`src/rtl/rst_sequencer.sv`:
```
// rst_sequencer: waits for a stable synchronized lock, then releases per-bank
// synchronous resets one at a time; any lock loss or SW_RST reasserts them all at once.
module rst_sequencer #(
  parameter int NSTAGE      = 4,
  parameter int LOCK_CYCLES = 16,
  parameter int STAGE_GAP   = 8,
  parameter int SYNC_STAGES = 2,
  parameter int CNT_W       = 8
) (
  input  logic              CLK,
  input  logic              RESET,
  input  logic              LOCK,
  input  logic              SW_RST,
  output logic [NSTAGE-1:0] RST_OUT,
  output logic              READY,
  output logic [CNT_W-1:0]  LOSS_CNT
);
  localparam int CMAX = LOCK_CYCLES > STAGE_GAP ? LOCK_CYCLES : STAGE_GAP;
  localparam int CW   = CMAX > 1 ? $clog2(CMAX) : 1;
  localparam int IW   = NSTAGE > 1 ? $clog2(NSTAGE) : 1;
  localparam logic [CW-1:0] LOCK_LAST = CW'(LOCK_CYCLES - 1);
  localparam logic [CW-1:0] GAP_LAST  = CW'(STAGE_GAP - 1);
  localparam logic [IW-1:0] IDX_LAST  = IW'(NSTAGE - 1);
  typedef enum logic [1:0] {HOLD, LOCK_WAIT, RELEASE, RUN} state_t;
  state_t                 state_q, state_d;
  logic [SYNC_STAGES-1:0] sync_q;
  logic [CW-1:0]          cnt_q, cnt_d;
  logic [IW-1:0]          idx_q, idx_d;
  logic [NSTAGE-1:0]      rst_q, rst_d;
  logic                   ready_q, ready_d;
  logic [CNT_W-1:0]       loss_q, loss_d;
  logic                   lock_s, hold;
  assign lock_s   = sync_q[SYNC_STAGES-1];
  assign hold     = !lock_s || SW_RST;
  assign RST_OUT  = rst_q;
  assign READY    = ready_q;
  assign LOSS_CNT = loss_q;
  always_ff @(posedge CLK or posedge RESET) begin
    if (RESET) begin
      state_q <= HOLD;
      sync_q  <= '0;
      cnt_q   <= '0;
      idx_q   <= '0;
      rst_q   <= '1;
      ready_q <= 1'b0;
      loss_q  <= '0;
    end else begin
      state_q <= state_d;
      sync_q  <= {sync_q[SYNC_STAGES-2:0], LOCK};
      cnt_q   <= cnt_d;
      idx_q   <= idx_d;
      rst_q   <= rst_d;
      ready_q <= ready_d;
      loss_q  <= loss_d;
    end
  end
  always_comb begin
    state_d = state_q;
    cnt_d   = cnt_q;
    idx_d   = idx_q;
    rst_d   = rst_q;
    ready_d = ready_q;
    loss_d  = loss_q;
    if (hold) begin
      state_d = HOLD;
      cnt_d   = '0;
      idx_d   = '0;
      rst_d   = '1;
      ready_d = 1'b0;
      // only a real lock loss counts, and only once the sequence had started
      if (state_q != HOLD && !lock_s && loss_q != '1) loss_d = loss_q + 1'b1;
    end else begin
      case (state_q)
        HOLD: begin
          state_d = LOCK_WAIT;
          cnt_d   = '0;
        end
        LOCK_WAIT: begin
          cnt_d = cnt_q == LOCK_LAST ? '0 : cnt_q + 1'b1;
          if (cnt_q == LOCK_LAST) begin
            rst_d[0] = 1'b0;
            idx_d    = IW'(1);
            state_d  = NSTAGE == 1 ? RUN : RELEASE;
            ready_d  = NSTAGE == 1;
          end
        end
        RELEASE: begin
          cnt_d = cnt_q == GAP_LAST ? '0 : cnt_q + 1'b1;
          if (cnt_q == GAP_LAST) begin
            rst_d[idx_q] = 1'b0;
            idx_d        = idx_q + 1'b1;
            state_d      = idx_q == IDX_LAST ? RUN : RELEASE;
            ready_d      = idx_q == IDX_LAST;
          end
        end
        default: ;
      endcase
    end
  end
endmodule
```
`config.mk`:
```
export PLATFORM = sky130hd
export DESIGN_NAME = rst_sequencer
export DESIGN_NICKNAME = d
export VERILOG_FILES = /design/src/rtl/rst_sequencer.sv
export SDC_FILE = /design/constraint.sdc
export NUM_CORES = 1
export LEC_CHECK = 0
export CORE_MARGIN = 4
export CORE_UTILIZATION = 53
export CTS_CLUSTER_DIAMETER = 50
export DETAILED_ROUTE_END_ITERATION = 12
export GPL_TIMING_DRIVEN = 0
export PLACE_DENSITY = 0.77
export SLEW_MARGIN = 20
export SYNTH_ARGS = -nofsm -noshare
export SYNTH_HDL_FRONTEND = slang
export SYNTH_SLANG_ARGS = --single-unit
```
`constraint.sdc`:
```
create_clock -name CLK -period 2.15 [get_ports CLK]
set_clock_uncertainty 0.05 [all_clocks]
set_input_delay 0.645 -clock CLK [delete_from_list [all_inputs] [get_ports CLK]]
set_output_delay 0.645 -clock CLK [all_outputs]
set_load 0.01 [all_outputs]
```
==> impl_metrics.ini <==
[power]
switching_power_w = 0.000330
power.total_w = 0.00102
swShare = 0.322
comb_power_share = 0.280
leakagePower_nw = 0.619
p_clk_frac = 0.196
seqPwrFrac = 0.524
ir_worst_vdd_mv = 0.656
power_per_cell_area_nw_per_um2 = 679
p_int_w = 0.000694

[yosys]
synth_area_leaders = dfrtp_1 (37%), ha_1 (8.8%), dfstp_2 (8.2%)
netlist_instances = 132
synth-seq-cells = 23
synth_fp_nets = 145
yosysWarningCount = 0
yosys.area.top_type = dfrtp_1
synth_top_cell_area_share = 0.370
synthArstFlopShare = 1.00
synth_edf_count = 0
synth_flop_cell = dfrtp_1
syn_area_per_cell_um2 = 9.73
synth_area_um2 = 1280
seq_area_frac_synth = 0.452
synth_cell_types = 39

[critical_path]
crit_slowest_cell = dfstp_2
cp.buffers_inverters = 1
crit_chain = clkdlybuf4s50_1
r2r-end = LOSS_CNT[7]
critPathTopFamily = flip-flops
crit_type = reg2out
r2r_setup_slack_ns = 0.18
crit_fanout = 2
worst_ep_required_time_ns = 1.45
critPathCaptureType = output pin
start_kind = flop
reg2reg_from = state_q[0]
critical_path.max_stage_delay_ns = 0.55
ff2ff_path_depth = 5
crit_arrival_ns = 1.38

[drt]
postRouteAntennaNets = 0
drtIter0Drc = 31
drc_errors = 0
num_vias = 1023
wl_per_cell_um = 14.3
vias_per_cell = 5.68
totalWireLength_mm = 2.57
drtPass1Iterations = 4

[final_layout]
drive_gt1_frac = 0.0987
nets = 166
finish.utilization = 0.669
diodes = 0
area_growth_pct = 17.3

[cts]
numClockSinks = 23
numCtsBuffers = 3
postCtsSetupRepairBufs = 0
cts_tree = built
cts_max_path_buffers = 2
path_clk_slew_ns = 0.13
ctsHtreeMaxLevel = 1
clockRootBuffer = clkbuf_4
insertion_delay_ns = 0.31

[min_path]
min_to = sync_q[1]
hold_path_class = reg2reg
min_from = sync_q[0]
whs_path_depth = 0

[sta]
slew_viol_final = 0
setup_tns_ns = 0
fin_crit_sh = 0.966
setup_violations = 0
holdWs_ns = 0.313
layout_setup_ws_ns = 0.0723
max_slew_margin = 0.423
fmax_mhz = 481
period_minus_slack_ns = 2.08
rsz0062_at_grt = no
hold_violations = 0
worst_pin_slew_ns = 0.865

[grt]
grt_max_degree = 24
antenna_found_initial = 0
grt_overflow = 0
grt_pass1_wl_mm = 4.58
grtUsageTotal = 0.175
grt_pass1_vias = 1093

[place]
dpl.hpwl_mm = 1.86
place.gp.congestion = 0.857
dpl_worst_slack_ns = 0.179
portBuffers = 16

[floorplan]
start_util = 0.570
die-area_um2 = 3280
ios = 17
die_width_um = 57.2
core_um2 = 2250
num_rows = 17
fp.dieH_um = 57.2

[flow_run]
drv_cap = 0

[status]
status = finished clean
-- logic make-up (layout without fill, tap and decap cells) --
| logic type | count (synthesis) | count (layout) | share of synthesized area |
|---|---|---|---|
| AND/OR/NAND/NOR | 55 | 55 | 0.236 |
| adder cells (fa/ha/maj) | 9 | 9 | 0.0876 |
| multiplexers | 4 | 4 | 0.0331 |
| XOR/XNOR | 2 | 2 | 0.0136 |
| buffers and inverters | 11 | 31 | 0.0409 |
| flip-flops | 23 | 23 | 0.452 |
| AO/OA/AOI/OAI | 28 | 28 | 0.137 |
-- worst reg2reg max path, delay by kind of cell, from the launching register on --
kind,cells,cell delay [ns]
buffers and inverters,1,0.07
muxes,1,0.32
DFF,1,0.40
adders and majority gates,1,0.29
and+or+nand+nor,2,0.73
-- area by class of cell --
| class | instances | area [um2] |
|---|---|---|
| well taps | 28 | 35.0 |
| flip-flops and latches | 23 | 582 |
| repair buffers | 16 | 160 |
| clock buffers | 4 | 26.3 |
| multi-input cells | 98 | 652 |
| inverters | 7 | 26.3 |
| fillers | 193 | 747 |
| plain buffers | 4 | 26.3 |
-- power groups by stage --
stage | Sequential [W] | Clock [W] | Combinational (W)
6_report | 0.000537 | 0.000200 | 0.000287
5_1_grt | 0.000551 | 0.000224 | 0.000321
4_1_cts | 0.000536 | 0.000214 | 0.000288
3_5_place_dp | 0.000542 | 0 | 0.000287
3_3_place_gp | 0.000542 | 0 | 0.000275
2_1_floorplan | 0.000551 | 0 | 0.000150
-- cells in the final DEF, fill, tap and decap left out, drive strengths merged, types with 3 or more instances in the layout --
cell           instances
o21ai                  6
nor2                   6
nand3                  6
inv                    7
nor4                   3
clkdlybuf4s50         16
nand2b                 5
a21oi                 12
clkbuf                 6
dfstp                  4
nand2                 17
a31oi                  3
dfrtp                 19
ha                     9
-- cells in the mapped netlist (2+ instances only) --
library cell	n
a21o_1	2
a21oi_1	11
a31oi_1	3
and2_1	2
and4_1	2
clkbuf_1	2
dfrtp_1	19
dfstp_2	4
ha_1	9
inv_1	7
mux2_2	2
mux2i_1	2
nand2_1	17
nand2b_1	5
nand3_1	6
nand4_1	2
nor2_1	6
nor2b_1	2
nor3_1	2
nor4_1	3
o21ai_0	5
xnor2_1	2
-- state kept, by name, indices dropped and copies added (netlist names) --
| register | flops |
|---|---|
| LOSS_CNT | 8 |
| RST_OUT | 4 |
| cnt_q | 4 |
| idx_q | 2 |
| state_q | 2 |
| sync_q | 2 |
| READY | 1 |
-- how the worst max path moves through the flow --
stage	start	to	slack [ns]	cells past startpoint
floorplan	state_q[0]	LOSS_CNT[7]	0.41	5
global placement	state_q[0]	LOSS_CNT[7]	0.20	5
detailed placement	state_q[0]	LOSS_CNT[7]	0.18	5
CTS	RST_OUT[1]	RST_OUT[1]	0.04	1
global route	LOSS_CNT[2]	LOSS_CNT[2]	0.02	1
finish	RST_OUT[3]	RST_OUT[3]	0.07	1
-- per-layer routing --
layer  GRT usage  vias up  part of all wire
li1            -      514                 -
met1       0.213      487              0.46
met2       0.294       18              0.50
met3      0.0249        4             0.027
met4      0.0993        0             0.011
met5           0        -                 0
-- through the flow --
step	cell area, um2	cells
after CTS	1510	180
after global placement	1480	176
after global routing	1510	180
final	1510	180
after detailed placement	1480	176
after floorplan	1280	132
-- repair_timing --
action	CTS	global route
setup endpoints to repair	0	1
gates resized for setup	0	1
hold buffers	0	0
No activity file was read; power rests on OpenSTA's default activity.
